$ cat src/rtl/rv_pipe_pkg.sv
// Shared pipeline definitions for the hazard/forwarding logic.
//  - Opcode constants for inst[6:2] (RV32I base opcode map).
//  - hz_state_e: the stall/flush controller state encoding.
//  - is_rv32i_opcode(): true for the base opcodes the pipe executes.
package rv_pipe_pkg;

    localparam logic [4:0] OPC_LOAD   = 5'b00000;
    localparam logic [4:0] OPC_STORE  = 5'b01000;
    localparam logic [4:0] OPC_BRANCH = 5'b11000;
    localparam logic [4:0] OPC_JAL    = 5'b11011;
    localparam logic [4:0] OPC_JALR   = 5'b11001;
    localparam logic [4:0] OPC_LUI    = 5'b01101;
    localparam logic [4:0] OPC_AUIPC  = 5'b00101;
    localparam logic [4:0] OPC_OP     = 5'b01100;
    localparam logic [4:0] OPC_OP_IMM = 5'b00100;
    localparam logic [4:0] OPC_SYSTEM = 5'b11100;

    typedef enum logic [1:0] {
        RUN      = 2'd0,
        LU_STALL = 2'd1,
        MEM_WAIT = 2'd2
    } hz_state_e;

    function automatic logic is_rv32i_opcode(input logic [4:0] opc);
        return opc inside {OPC_LOAD, OPC_STORE, OPC_BRANCH, OPC_JAL, OPC_JALR,
                           OPC_LUI, OPC_AUIPC, OPC_OP, OPC_OP_IMM, OPC_SYSTEM};
    endfunction

endpackage

$ cat src/rtl/hazard_src_decode.sv
// Combinational register-usage decode for one instruction.
// Ports:
//  inst      in  32  instruction word
//  uses_rs1  out 1   instruction reads rs1 (everything but LUI/AUIPC/JAL)
//  uses_rs2  out 1   instruction reads rs2 (OP, STORE, BRANCH)
//  writes_rd out 1   instruction writes a non-zero rd
module hazard_src_decode
    import rv_pipe_pkg::*;
(
    input  logic [31:0] inst,
    output logic        uses_rs1,
    output logic        uses_rs2,
    output logic        writes_rd
);

    logic [4:0] opc;
    logic       unused_bits;

    assign opc = inst[6:2];

    // Only opcode and rd matter here; register fields are compared by the caller.
    assign unused_bits = ^{inst[31:12], inst[1:0]};

    always_comb begin
        uses_rs1  = !(opc inside {OPC_LUI, OPC_AUIPC, OPC_JAL});
        uses_rs2  = opc inside {OPC_OP, OPC_STORE, OPC_BRANCH};
        writes_rd = (inst[11:7] != 5'd0) && is_rv32i_opcode(opc)
                    && !(opc inside {OPC_STORE, OPC_BRANCH});
    end

endmodule

$ cat src/rtl/hazard_stall_unit.sv
// Stall/flush controller for the 5-stage pipe. Resolves the hazards that
// forwarding cannot: load-use, taken branch/jump, and multi-cycle dmem.
// Optional build macro: HAZARD_PERF_EN adds saturating perf counters.
// Ports:
//  clock, reset            rising-edge clock, synchronous active-high reset
//  inst_d, inst_x          instructions in decode / execute
//  branch_taken_x          X-stage redirect
//  dmem_busy               data memory not ready, M must hold
//  stall_f/d/x/m           hold the respective stage register
//  bubble_x, bubble_w      load NOP into X / W
//  flush_d, flush_x        clear D / X to NOP
//  mem_err                 sticky dmem timeout flag
//  stall_cycles            (HAZARD_PERF_EN) cycles with stall_f=1
//  flush_events            (HAZARD_PERF_EN) cycles with flush_d=1
//
// state    | meaning
// ---------+-----------------------------------------------------------
// RUN      | normal flow; single-cycle load-use stalls handled here
// LU_STALL | extra load-use bubbles when LU_STALL_CYCLES > 1
// MEM_WAIT | pipe frozen on dmem_busy; resumes the saved state on exit
module hazard_stall_unit
    import rv_pipe_pkg::*;
#(
    parameter int LU_STALL_CYCLES = 1,
    parameter int MEM_TIMEOUT     = 64,
    parameter int CNT_W           = 32
) (
    input  logic        clock,
    input  logic        reset,
    input  logic [31:0] inst_d,
    input  logic [31:0] inst_x,
    input  logic        branch_taken_x,
    input  logic        dmem_busy,
    output logic        stall_f,
    output logic        stall_d,
    output logic        stall_x,
    output logic        stall_m,
    output logic        bubble_x,
    output logic        bubble_w,
    output logic        flush_d,
    output logic        flush_x,
    output logic        mem_err
`ifdef HAZARD_PERF_EN
    ,
    output logic [CNT_W-1:0] stall_cycles,
    output logic [CNT_W-1:0] flush_events
`endif
);

    localparam int              TO_W    = (MEM_TIMEOUT > 2) ? $clog2(MEM_TIMEOUT) : 1;
    localparam logic [TO_W-1:0] TO_MAX  = TO_W'(MEM_TIMEOUT - 1);
    localparam logic [1:0]      LU_LAST = 2'(LU_STALL_CYCLES - 1);

    hz_state_e       state, state_nxt, saved, saved_nxt, eff_state;
    logic [1:0]      lu_cnt, lu_nxt;
    logic [TO_W-1:0] to_cnt, to_nxt;
    logic            mem_err_nxt;

    logic uses_rs1_d, uses_rs2_d, writes_rd_d;
    logic uses_rs1_x, uses_rs2_x, writes_rd_x;
    logic load_use;
    logic unused_dec;

    hazard_src_decode u_dec_d (
        .inst      (inst_d),
        .uses_rs1  (uses_rs1_d),
        .uses_rs2  (uses_rs2_d),
        .writes_rd (writes_rd_d)
    );

    hazard_src_decode u_dec_x (
        .inst      (inst_x),
        .uses_rs1  (uses_rs1_x),
        .uses_rs2  (uses_rs2_x),
        .writes_rd (writes_rd_x)
    );

    // Only the producer side of X and the consumer side of D matter here.
    assign unused_dec = ^{uses_rs1_x, uses_rs2_x, writes_rd_d};

    // writes_rd_x already excludes rd==x0.
    assign load_use = (inst_x[6:2] == OPC_LOAD) && writes_rd_x &&
                      ((uses_rs1_d && (inst_d[19:15] == inst_x[11:7])) ||
                       (uses_rs2_d && (inst_d[24:20] == inst_x[11:7])));

    always_ff @(posedge clock) begin
        if (reset) begin
            state   <= RUN;
            saved   <= RUN;
            lu_cnt  <= 2'd0;
            to_cnt  <= '0;
            mem_err <= 1'b0;
        end else begin
            state   <= state_nxt;
            saved   <= saved_nxt;
            lu_cnt  <= lu_nxt;
            to_cnt  <= to_nxt;
            mem_err <= mem_err_nxt;
        end
    end

    always_comb begin
        stall_f   = 1'b0;
        stall_d   = 1'b0;
        stall_x   = 1'b0;
        stall_m   = 1'b0;
        bubble_x  = 1'b0;
        bubble_w  = 1'b0;
        flush_d   = 1'b0;
        flush_x   = 1'b0;
        saved_nxt = saved;
        lu_nxt    = lu_cnt;

        // Leaving MEM_WAIT re-evaluates the saved state's rules in the same cycle.
        eff_state = (state == MEM_WAIT && !dmem_busy) ? saved : state;
        state_nxt = eff_state;

        // Every busy cycle is a frozen cycle, so the timeout counter only
        // needs to know busy; it clears as soon as memory answers.
        to_nxt      = dmem_busy ? ((to_cnt == TO_MAX) ? to_cnt : to_cnt + TO_W'(1)) : '0;
        mem_err_nxt = mem_err | (dmem_busy && (to_cnt == TO_MAX));

        if (dmem_busy) begin
            stall_f  = 1'b1;
            stall_d  = 1'b1;
            stall_x  = 1'b1;
            stall_m  = 1'b1;
            bubble_w = 1'b1;
            if (state != MEM_WAIT) begin
                state_nxt = MEM_WAIT;
                saved_nxt = state;
            end
        end else begin
            case (eff_state)
                RUN: begin
                    if (branch_taken_x) begin
                        flush_d = 1'b1;
                        flush_x = 1'b1;
                    end else if (load_use) begin
                        stall_f  = 1'b1;
                        stall_d  = 1'b1;
                        bubble_x = 1'b1;
                        if (LU_STALL_CYCLES > 1) begin
                            state_nxt = LU_STALL;
                            lu_nxt    = 2'd1;
                        end
                    end
                end
                LU_STALL: begin
                    stall_f  = 1'b1;
                    stall_d  = 1'b1;
                    bubble_x = 1'b1;
                    if (lu_cnt == LU_LAST) begin
                        state_nxt = RUN;
                        lu_nxt    = 2'd0;
                    end else begin
                        lu_nxt = lu_cnt + 2'd1;
                    end
                end
                default: state_nxt = RUN;
            endcase
        end

        if (reset) begin
            stall_f  = 1'b0;
            stall_d  = 1'b0;
            stall_x  = 1'b0;
            stall_m  = 1'b0;
            bubble_x = 1'b0;
            bubble_w = 1'b0;
            flush_d  = 1'b0;
            flush_x  = 1'b0;
        end
    end

`ifdef HAZARD_PERF_EN
    always_ff @(posedge clock) begin
        if (reset) begin
            stall_cycles <= '0;
            flush_events <= '0;
        end else begin
            if (stall_f && (stall_cycles != '1))
                stall_cycles <= stall_cycles + CNT_W'(1);
            if (flush_d && (flush_events != '1))
                flush_events <= flush_events + CNT_W'(1);
        end
    end
`else
    localparam int unused_cnt_w = CNT_W;
`endif

endmodule

$ cat config.mk
export PLATFORM = sky130hd
export DESIGN_NAME = hazard_stall_unit
export DESIGN_NICKNAME = d
export VERILOG_FILES = /design/src/rtl/rv_pipe_pkg.sv /design/src/rtl/hazard_src_decode.sv /design/src/rtl/hazard_stall_unit.sv
export SDC_FILE = /design/constraint.sdc
export NUM_CORES = 1
export LEC_CHECK = 0
export ABC_AREA = 1
export CAP_MARGIN = 10
export CELL_PAD_IN_SITES_DETAIL_PLACEMENT = 1
export CELL_PAD_IN_SITES_GLOBAL_PLACEMENT = 1
export CORE_MARGIN = 2
export CORE_UTILIZATION = 20
export DETAILED_ROUTE_END_ITERATION = 16
export GPL_TIMING_DRIVEN = 0
export PLACE_DENSITY = 0.94
export SLEW_MARGIN = 5
export SYNTH_ARGS = -nofsm -noshare
export SYNTH_HDL_FRONTEND = slang
export SYNTH_SLANG_ARGS = --single-unit
$ cat constraint.sdc
create_clock -name clock -period 2.6 [get_ports clock]
set_input_delay 0.26 -clock clock [delete_from_list [all_inputs] [get_ports clock]]
set_output_delay 0.26 -clock clock [all_outputs]
set_load 0.02 [all_outputs]
After elaboration in Yosys (flattened, before gate mapping):

Index checks and enable logic that the tools add are counted.

* input port bits: 68
* output and inout port bits: 9
* word-level logic and storage cells: 72
* register bits after elaboration: 13

* $add $sub $neg: 2
* reduce and logical (&&, ||, !) cells: 23
* bitwise gates (word level): 2
* multiplexer cells: 19
* eq/ne operators: 21

Operator list (count)
* 5-bit by 4-bit == test with 1-bit output, second input constant: 6
* 5-bit == test, second input constant: 6
* 5-bit by 3-bit == test with 1-bit output, second input constant: 3
* 1-bit two-way mux: 12
* 5-bit == test: 2
* 2-bit two-way mux: 5
* 10-bit nonzero test: 1
* 1-bit logical AND: 8
* 6-bit by 1-bit adder with 6-bit output, second input constant: 1
* 6-bit == test, second input constant: 1
* 3-bit nonzero test: 2
* 5-bit logical NOT: 1
* 5-bit nonzero test: 1
* 2-bit logical NOT: 2
* 2-bit case mux with 2 select lines: 1
* 2-bit AND reduction: 2
* 1-bit logical NOT: 3
* 2-bit by 1-bit adder with 2-bit output, second input constant: 1
* 2-bit by 1-bit == test with 1-bit output, second input constant: 1
* 2-bit == test, second input constant: 1
* 2-bit != test, second input constant: 1
* 1-bit case mux with 2 select lines: 1
* 2-bit nonzero test: 1
* 2-bit OR reduction: 1
* other kinds (3): 3

Logic depth before layout (Yosys ltp):

Gate-level depths: netlist of run 1.

* word-level depth: 11
* mapped depth: 13

Cells and area by module:

Synthesis of run 1 repeated with hierarchy kept, for this count alone.

* cells, all modules: 190
* area total of the unflattened synthesis: 1123.6 um2

Modules (own cells, without submodules)
* hazard_stall_unit: cells an instance 142, area each 903.4 um2, instances 1
* hazard_src_decode: cells an instance 24, area each 110.1 um2, instances 2

Worst setup path after synthesis of run 1:

OpenSTA, ideal clock, no wires.

* kind: input port to output port
* start: input reset
* end: output stall_f
* data required time: 2.340 ns
* stages on the path: 5
* path slack: 0.917 ns
* buffers on the path: 2
* arrival time: 1.423 ns
* cells stage by stage: buf_2 -> nor2_1 -> inv_2 -> nand2_1 -> buf_4

* word-level cells in the longest chain between the ends: 1

Ends and longest elaborated chain
* from (decl): RTL line hazard_stall_unit.sv:29 `input logic reset,`
* 1-bit two-way mux
* to (decl): RTL line hazard_stall_unit.sv:34 `output logic stall_f,`

No other way between the ends.

Worst setup path after layout of run 1:

* start: input dmem_busy
* end: output flush_x

* word-level cells in the longest chain between the ends: 7

Ends and longest elaborated chain
* from (decl): RTL line hazard_stall_unit.sv:33 `input logic dmem_busy,`
* 1-bit logical NOT: RTL line hazard_stall_unit.sv:115 `eff_state = (state == MEM_WAIT && !dmem_busy) ? saved : state;`
* 1-bit logical AND: RTL line hazard_stall_unit.sv:115
* 2-bit two-way mux: RTL line hazard_stall_unit.sv:115
* 2-bit logical NOT: RTL line hazard_stall_unit.sv:134 `case (eff_state)`
* 1-bit two-way mux: RTL line hazard_stall_unit.sv:134
* 1-bit two-way mux (*): RTL line hazard_stall_unit.sv:123 `if (dmem_busy) begin`
* 1-bit two-way mux (*): RTL line hazard_stall_unit.sv:164 `if (reset) begin`
* to (decl): RTL line hazard_stall_unit.sv:41 `output logic flush_x,`

Mark *: on every way between the ends. The rest lies on a longest branch, timed or not.

==> results of run 1 <==
power by group:
part	internal (W)	switching [W]	total (W)
sequential	0.000203	0.00000216	0.000205
combinational	0.0000649	0.0000512	0.000116
clock	0.000108	0.0000712	0.000179
total	0.000376	0.000125	0.000500
area by class of cell:
cell class	count	area (um2)	area share [%]
Buffer	5	35.03	2.657
Clock buffer	4	45.04	3.416
Inverter	22	82.58	6.262
Multi-Input combinational cell	88	469.2	35.58
Sequential cell	13	260.3	19.73
Tap cell	50	62.56	4.744
Timing Repair Buffer	36	364.1	27.61
per-layer routing:
| layer | share of wire [%] | vias up | global-route usage, % | routed length (um) |
|---|---|---|---|---|
| li1 | - | 480 | - | - |
| met4 | 4.3 | 0 | 7.190 | 114 |
| met5 | 0 | - | 0 | 0 |
| met2 | 54 | 15 | 21.05 | 1430 |
| met1 | 40 | 424 | 11.37 | 1067 |
| met3 | 1.7 | 12 | 1.023 | 44 |
worst max-delay path, delay by kind of cell:
family          cells  cell delay [ns]
buf+inv             4             1.39
simple gates        2             0.32
compound gates      1             0.24
layout by cell type, fill, tap and decap left out:
master | netlist | final
inv_2 | 2 | 2
clkbuf_8 | 0 | 3
a211oi_1 | 1 | 1
a31oi_1 | 5 | 5
a211oi_2 | 2 | 2
nand2_2 | 1 | 1
dfxtp_1 | 13 | 13
o21bai_1 | 1 | 1
ha_1 | 3 | 3
dlymetal6s2s_1 | 0 | 2
nor2_1 | 18 | 18
buf_4 | 4 | 4
buf_2 | 1 | 1
o21ai_0 | 4 | 4
nand3_1 | 7 | 7
o22ai_1 | 2 | 2
dlygate4sd2_1 | 0 | 1
nor3_1 | 4 | 4
xnor2_1 | 2 | 2
clkbuf_1 | 0 | 1
clkdlybuf4s50_1 | 0 | 33
xor2_1 | 5 | 5
a21oi_1 | 4 | 4
nand2_1 | 26 | 26
and2_1 | 1 | 1
nor3b_1 | 1 | 1
or2_2 | 1 | 1
inv_1 | 20 | 20
final timing paths:
check | to | slack (ns) | cells past startpoint
min reg2reg | saved[1] | 0.48 | 2
max reg2reg | to_cnt[0] | 1.21 | 6
max | flush_x | 0.13 | 7
min | lu_cnt[1] | 0.32 | 2
metrics by stage:
step | utilization, % | TNS (ns) | worst slack (ns) | instances
3_3_place_gp | 31.52 | 0 | 0.09159 | 214
5_1_grt | 32.73 | 0 | 0.03166 | 218
3_5_place_dp | 31.52 | -0.02386 | -0.02386 | 214
4_1_cts | 32.61 | 0 | 0.05638 | 218
2_1_floorplan | - | 0 | 0.9174 | 128
6_report | 32.73 | 0 | 0.1327 | 218
flip-flops by register name, indices dropped and copies added, names as in the netlist:
name     flops
to_cnt       6
lu_cnt       2
saved        2
state        2
mem_err      1
kinds of logic (layout without fill, tap and decap cells):
kind of cell / Yosys count / count (layout) / share of synthesized area (%)
simple gates: 59 / 59 / 29.10
flops: 13 / 13 / 30.72
fa+ha+maj: 3 / 3 / 4.432
compound gates: 19 / 19 / 14.62
buf+inv: 27 / 67 / 13.88
xor+xnor: 7 / 7 / 7.238
==> impl_metrics.env, run 1 <==
export IMPL_synth_area_leaders="dfxtp_1 (31%), nand2_1 (12%), inv_1 (8.9%)"
export IMPL_maxSlewViolCount=0
export IMPL_skew_ns=0.001024
export IMPL_synth_edf_count=0
export IMPL_setup_viol=0
export IMPL_num_fill_cells=507
export IMPL_path_common_cell="clkdlybuf4s50_1"
export IMPL_cts_tree="done"
export IMPL_synth_most_common_cell="nand2_1"
export IMPL_wire_per_inst_um=12.18
export IMPL_layout_drive_gt1_share_pct=8.333
export IMPL_grt_pass1_wl_mm=4.326
export IMPL_fmax_ghz=0.4053
export IMPL_power_w=0.0005004
export IMPL_synth_avg_cell_area_um2=6.618
export IMPL_worstMarginPinSlew_ns=0.4305
export IMPL_die_h_um=69.08
export IMPL_worstSetupEndpointType="output pin"
export IMPL_fin_nets=240
export IMPL_drtPass1Iterations=4
export IMPL_ys_ff_latch=13
export IMPL_clock_path_buffers=2
export IMPL_final_antenna_net_count=0
export IMPL_critical_path_class="input port to output pin"
export IMPL_ios=77
export IMPL_insertion_delay_ns=0.24
export IMPL_cts_resized_gates=1
export IMPL_r2r_start="to_cnt[0]"
export IMPL_p_leak_nw=0.5943
export IMPL_syn_to_final_growth_pct=55.69
export IMPL_required_ns=2.34
export IMPL_hold_class="input port to flip-flop"
export IMPL_rsz0062_at_grt="no"
export IMPL_die_area_um2=4772
export IMPL_antenna_found_initial=0
export IMPL_async_flop_share_pct=0
export IMPL_gp_congestion=0.7666
export IMPL_min_period_ns=2.467
export IMPL_slew_headroom_pct=71.19
export IMPL_synth_ff_type="dfxtp_1"
export IMPL_drt_initial_drc_count=28
export IMPL_crit_path_max_incr_delay_ns=0.58
export IMPL_grt_pass1_vias=1006
export IMPL_peakVddDrop_mv=0.1342
export IMPL_crit_path_start_kind="input port"
export IMPL_clock_sinks=13
export IMPL_finalHoldViolCount=0
export IMPL_final_cell_area_um2=1319
export IMPL_die_w_um=69.08
export IMPL_synth_warnings=0
export IMPL_antenna_cells=0
export IMPL_hold_buffers=0
export IMPL_track_usage_pct=11.08
export IMPL_crit_chain="clkdlybuf4s50_1 -> inv_2 -> a31oi_1 -> nand3_1 -> nor3_1 -> buf_4 -> clkdlybuf4s50_1"
export IMPL_routed_wl_mm=2.656
export IMPL_row_count=23
export IMPL_viasPerCell=4.271
export IMPL_synthTopCellsByCount="nand2_1 (26), inv_1 (20), nor2_1 (18)"
export IMPL_seq_area_frac_synth_pct=30.72
export IMPL_vias=931
export IMPL_place_area_um2=1270
export IMPL_drc=0
export IMPL_power_density_nw_per_um2=379.4
export IMPL_dp_hpwl_mm=2.244
export IMPL_io_buffers=36
export IMPL_syn_inst=128
export IMPL_holdWs_ns=0.3246
export IMPL_grt_ovfl_total=0
export IMPL_post_cts_buffers=0
export IMPL_ys_types=23
export IMPL_period_share_pct=94.90
export IMPL_outcome="finished, final reports clean"
export IMPL_cts_htree_levels=1
export IMPL_startpoint="dmem_busy"
export IMPL_netlist_area_um2=847.1
export IMPL_cpMaxStageDelayCell="clkdlybuf4s50_1"
export IMPL_cts_root_buf="clkbuf_8"
export IMPL_critPathMaxFanout=5
export IMPL_synth_top_area_share_pct=30.72
export IMPL_coreArea_um2=4029
export IMPL_start_util_pct=21.02
export IMPL_drv_cap=0
export IMPL_crit_arrival_ns=2.21
export IMPL_synth_nets=199
export IMPL_min_from="reset"
export IMPL_numCtsBuffers=3
export IMPL_grt_max_degree=10
export IMPL_clkSlewWorstSetupHoldPaths_ns=0.05
export IMPL_yosysTopAreaCell="dfxtp_1"
No activity file was read; power rests on OpenSTA's default activity.
==> run 2: changes to the inputs <==
- ABC_AREA: 1 -> unset
- CORE_UTILIZATION: 20 -> 21
- PLACE_DENSITY: 0.94 -> 0.95
==> impl_metrics.env, run 2 <==
export IMPL_outcome="finished, final reports clean"
export IMPL_internal_power_w=0.0003753
export IMPL_p_seq_share_pct=41.7
export IMPL_drt_initial_drc_count=22
export IMPL_wire_per_inst_um=12.58
export IMPL_synth_area_leaders="dfxtp_1 (32%), xnor2_1 (8.5%), nor2_1 (5.9%)"
export IMPL_crit_arrival_ns=2.23
export IMPL_hold_buffers=0
export IMPL_syn_to_final_growth_pct=57.42
export IMPL_gp_congestion=0.7542
export IMPL_insertion_delay_ns=0.24
export IMPL_syn_inst=97
export IMPL_seq_area_frac_synth_pct=31.52
export IMPL_numCtsBuffers=3
export IMPL_synth_avg_cell_area_um2=8.513
export IMPL_antenna_found_initial=0
export IMPL_swShare_pct=23.31
export IMPL_ys_types=33
export IMPL_maxSlewViolCount=0
export IMPL_grt_pass1_wl_mm=3.912
export IMPL_antenna_cells=0
export IMPL_post_cts_buffers=0
export IMPL_grt_max_degree=10
export IMPL_die_h_um=66.71
export IMPL_drv_cap=0
export IMPL_final_cell_area_um2=1300
export IMPL_synthSimpleGateAreaFrac_pct=27.12
export IMPL_async_flop_share_pct=0
export IMPL_viasPerCell=4.486
export IMPL_final_antenna_net_count=0
export IMPL_ios=77
export IMPL_synth_compound_area_share_pct=10.91
export IMPL_dp_hpwl_mm=1.941
export IMPL_synth_fa_ha_area_share_pct=4.545
export IMPL_crit_path_start_kind="input port"
export IMPL_synth_xor_area_share_pct=13.79
export IMPL_final_common_cell="clkdlybuf4s50_1"
export IMPL_layout_setup_ws_ns=0.1142
export IMPL_power_w=0.0004893
export IMPL_synthMuxAreaShare_pct=4.848
export IMPL_die_w_um=66.71
export IMPL_synthTopCellsByCount="dfxtp_1 (13), nor2_1 (13), xnor2_1 (8)"
export IMPL_coreArea_um2=3716
export IMPL_vias=830
export IMPL_synth_ff_type="dfxtp_1"
export IMPL_power_density_nw_per_um2=376.4
export IMPL_row_count=22
export IMPL_pwr_share_comb_pct=21.9
export IMPL_cts_htree_levels=1
export IMPL_worstSetupEndpointType="output pin"
export IMPL_clock_sinks=13
export IMPL_clock_path_buffers=2
export IMPL_fmax_ghz=0.4023
export IMPL_peakVddDrop_mv=0.1844
export IMPL_regMostFlops="to_cnt"
export IMPL_final_cell_mix="clkdlybuf4s50_1 (33), nor2_1 (13), dfxtp_1 (13)"
export IMPL_yosysTopAreaCell="dfxtp_1"
export IMPL_final_core_util_pct=34.98
export IMPL_slew_headroom_pct=70.35
export IMPL_synth_nets=168
export IMPL_synth_edf_count=0
export IMPL_skew_ns=0.0008795
export IMPL_die_area_um2=4450
export IMPL_drtPass1Iterations=2
export IMPL_drc=0
export IMPL_track_usage_pct=11.70
export IMPL_power_switching_w=0.0001141
export IMPL_required_ns=2.34
export IMPL_critPathMaxFanout=9
export IMPL_worstMarginPinSlew_ns=0.4447
export IMPL_hold_class="input port to flip-flop"
export IMPL_critical_path_class="input port to output pin"
export IMPL_cts_tree="done"
export IMPL_pwr_share_clk_pct=36.4
export IMPL_clkSlewWorstSetupHoldPaths_ns=0.05
export IMPL_ys_ff_latch=13
export IMPL_synth_top_family_by_area="simple AND/OR/NAND/NOR gates"
export IMPL_grt_ovfl_total=0
export IMPL_largest_register_ffs=6
export IMPL_grt_pass1_vias=894
export IMPL_netlist_area_um2=825.8
export IMPL_setup_viol=0
export IMPL_period_share_pct=95.61
export IMPL_rsz0062_at_grt="no"
export IMPL_place_area_um2=1246
export IMPL_cts_root_buf="clkbuf_8"
export IMPL_p_leak_nw=0.4862
export IMPL_routed_wl_mm=2.328
export IMPL_io_buffers=36
export IMPL_layout_drive_gt1_share_pct=10.95
export IMPL_pre_cts_ws_ns=-0.2468
export IMPL_fin_nets=209
export IMPL_finalHoldViolCount=0
export IMPL_fin_setup_tns_ns=0
export IMPL_start_util_pct=22.22
export IMPL_synth_top_area_share_pct=31.52
export IMPL_synth_warnings=0
export IMPL_min_period_ns=2.486
## run 2: changes by cell type in the layout (fill, tap and decap cells not counted), sizes merged, moves of 3 or more
cell / delta
nand2: -24
inv: -18
xnor2: +6
a31oi: -5
nor2: -5
mux2i: +4
nand3: -4
or3: +3
## run 2: critical path, stage by stage
cell and delay [ns]:
clkdlybuf4s50_1 0.61, or2b_1 0.15, clkbuf_1 0.36, inv_1 0.14, buf_4 0.16, clkdlybuf4s50_1 0.54
## run 2: power groups by stage
stage | logic [W] | registers (W) | clock network (W)
floorplan | 0.0000421 | 0.000208 | 0
global placement | 0.000104 | 0.000208 | 0
detailed placement | 0.000108 | 0.000208 | 0
CTS | 0.000108 | 0.000204 | 0.000183
global route | 0.000117 | 0.000204 | 0.000193
finish | 0.000107 | 0.000204 | 0.000178
## run 2: area by class of cell
type	count	area, um2
multi-input cells	74	518.0
flip-flops and latches	13	260.3
repair buffers	36	356.6
inverters	4	15.01
clock buffers	4	45.04
fillers	443	2416
plain buffers	6	45.04
well taps	48	60.06
## run 2: final timing paths
| path | cells after the start | end | slack (ns) | from |
|---|---|---|---|---|
| worst max-delay path | 6 | stall_m | 0.11 | reset |
| worst min-delay path | 3 | saved[0] | 0.30 | dmem_busy |
| worst max register to register | 5 | lu_cnt[1] | 1.07 | state[1] |
| worst min register to register | 2 | mem_err | 0.50 | mem_err |
## run 2: cell families after synthesis
| kind of cell | count (synthesis) |
|---|---|
| simple gates | 41 |
| compound gates | 13 |
| xor+xnor | 13 |
| flops | 13 |
| buf+inv | 10 |
| mux | 4 |
| fa+ha+maj | 3 |
## run 2: routing by layer
layer  track usage (%)  part of all wire (%)  vias up
li1                  -                     -      414
met1             10.69                    36      395
met2             24.38                    58       17
met3             3.209                   4.3        4
met4             3.316                   1.8        0
met5                 0                     0        -
## run 2: metrics by stage
| step | hold slack (ns) | std cells |
|---|---|---|
| CTS | 0.3084 | 185 |
| global placement | 0.4702 | 181 |
| global route | 0.3487 | 185 |
| detailed placement | 0.4710 | 181 |
| floorplan | 0.3324 | 97 |
| finish | 0.3046 | 185 |
## run 2: timing repair
action,in CTS,in global routing
pin swaps,0,0
endpoints found under the hold margin,0,0
endpoints found under the setup margin,3,2
gates resized for setup,3,2
==> run 3: changes to the inputs <==
- CORE_UTILIZATION: 21 -> 22
- PLACE_DENSITY: 0.95 -> 0.94
- SYNTH_HIERARCHICAL: unset -> 1
==> impl_metrics.env, run 3 <==
export IMPL_period_share_pct=95.46
export IMPL_whs_path_depth=2
export IMPL_worstSetupEndpointType="output pin"
export IMPL_insertion_delay_ns=0.24
export IMPL_required_ns=2.34
export IMPL_cp_num_cells=10
export IMPL_largest_register_ffs=6
export IMPL_rsz0062_at_grt="yes"
export IMPL_regMostFlops="to_cnt"
export IMPL_clock_path_buffers=2
export IMPL_finalHoldViolCount=0
export IMPL_p_leak_nw=0.5772
export IMPL_grt_pass1_wl_mm=3.960
export IMPL_die_h_um=67.01
export IMPL_power_density_nw_per_um2=359.4
export IMPL_row_count=22
export IMPL_cts_tree="done"
export IMPL_critPathMaxFanout=3
export IMPL_cts_root_buf="clkbuf_8"
export IMPL_netlist_area_um2=873.3
export IMPL_routed_wl_mm=2.429
export IMPL_cpMaxStageDelayCell="clkdlybuf4s50_1"
export IMPL_syn_inst=109
export IMPL_antenna_cells=0
export IMPL_viasPerCell=4.574
export IMPL_drtPass1Iterations=4
export IMPL_layout_drive_gt1_share_pct=12.08
export IMPL_drc=0
export IMPL_dp_hpwl_mm=1.962
export IMPL_coreArea_um2=3744
export IMPL_numCtsBuffers=3
export IMPL_worstMarginPinSlew_ns=0.4410
export IMPL_maxSlewViolCount=0
export IMPL_io_buffers=36
export IMPL_grt_ovfl_total=0
export IMPL_wire_per_inst_um=12.33
export IMPL_num_fill_cells=457
export IMPL_crit_path_max_incr_delay_ns=0.47
export IMPL_fmax_ghz=0.4029
export IMPL_r2r_cells=5
export IMPL_drt_initial_drc_count=28
export IMPL_crit_path_start_kind="input port"
export IMPL_hold_class="input port to flip-flop"
export IMPL_final_common_cell="clkdlybuf4s50_1"
export IMPL_fin_setup_tns_ns=0
export IMPL_layout_setup_ws_ns=0.1180
export IMPL_drv_cap=0
export IMPL_final_cell_area_um2=1373
export IMPL_ios=77
export IMPL_cpLargestDelayFamily="simple AND/OR/NAND/NOR gates"
export IMPL_grt_pass1_vias=908
export IMPL_path_common_cell="buf_4"
export IMPL_gp_congestion=0.7788
export IMPL_cts_htree_levels=1
export IMPL_crit_chain="clkdlybuf4s50_1 -> or4_4 -> nor2_2 -> a21oi_1 -> nor4b_2 -> and3_1 -> nor3_2 -> a311oi_2 -> buf_4 -> buf_4"
export IMPL_grt_max_degree=11
export IMPL_synth_avg_cell_area_um2=8.012
export IMPL_fin_nets=221
export IMPL_antenna_found_initial=0
export IMPL_slew_headroom_pct=70.60
export IMPL_pre_cts_ws_ns=-0.4274
export IMPL_synth_nets=180
export IMPL_min_period_ns=2.482
export IMPL_vias=901
export IMPL_syn_to_final_growth_pct=57.16
export IMPL_skew_ns=0.001934
export IMPL_clkSlewWorstSetupHoldPaths_ns=0.05
export IMPL_final_core_util_pct=36.66
export IMPL_clock_sinks=13
export IMPL_peakVddDrop_mv=0.1944
export IMPL_path_buf_inv=3
export IMPL_synth_warnings=6
export IMPL_final_cell_mix="clkdlybuf4s50_1 (26), dfxtp_1 (13), nor2_1 (11)"
export IMPL_outcome="finished, final reports clean"
export IMPL_place_area_um2=1294
export IMPL_final_antenna_net_count=0
export IMPL_die_area_um2=4490
export IMPL_track_usage_pct=11.40
export IMPL_critical_path_class="input port to output pin"
export IMPL_setup_viol=0
export IMPL_crit_arrival_ns=2.22
export IMPL_die_w_um=67.01
export IMPL_start_util_pct=23.33
-- run 3: path summary, 6_finish.rpt --
kind,end,slack (ns),startpoint
min reg2reg,mem_err,0.50,mem_err
max,stall_f,0.12,inst_x[11]
max reg2reg,to_cnt[1],1.22,to_cnt[0]
min,mem_err,0.41,reset
-- run 3: layout make-up --
class                      count  area (um2)  area share [%]
buffer                         7       41.29           3.008
tap                           48       60.06           4.376
clock buffer                   4       45.04           3.282
timing repair buffer          36       365.4           26.62
multi-input combinational     84       581.8           42.39
inverter                       5       18.77           1.367
sequential                    13       260.3           18.96
-- run 3: metal layers --
metal,share of wire (%),track usage [%],up-vias
li1,-,-,463
met1,42,12.85,420
met2,52,20.30,16
met3,5.3,3.716,2
met4,0.70,3.061,0
met5,0,0,-
-- run 3: worst register-to-register path: stages (launching register included) --
cell and delay, ns:
dfxtp_1 0.36, ha_1 0.22, and3_1 0.23, nand3_1 0.20, mux2i_1 0.20, nor2_1 0.05
-- run 3: stage by stage --
stage,hold slack [ns],power (W),cells
6_report,0.4062,0.0004933,197
5_1_grt,0.4441,0.0005256,197
4_1_cts,0.3907,0.0005004,197
3_5_place_dp,0.4807,0.0003216,193
3_3_place_gp,0.4619,0.0003189,193
2_1_floorplan,0.4527,0.0002542,109
-- run 3: repair_timing --
item | CTS | global route
setup buffers | 0 | 0
hold buffers | 0 | 0
cloned | 0 | 0
gates resized for setup | 6 | 17
endpoints found under the setup margin | 3 | 3
pin swaps | 1 | 4
-- run 3: power by group --
part	switching (W)	total (W)	internal, W
combinational	0.0000480	0.000114	0.0000661
sequential	0.00000239	0.000204	0.000202
clock	0.0000670	0.000175	0.000108
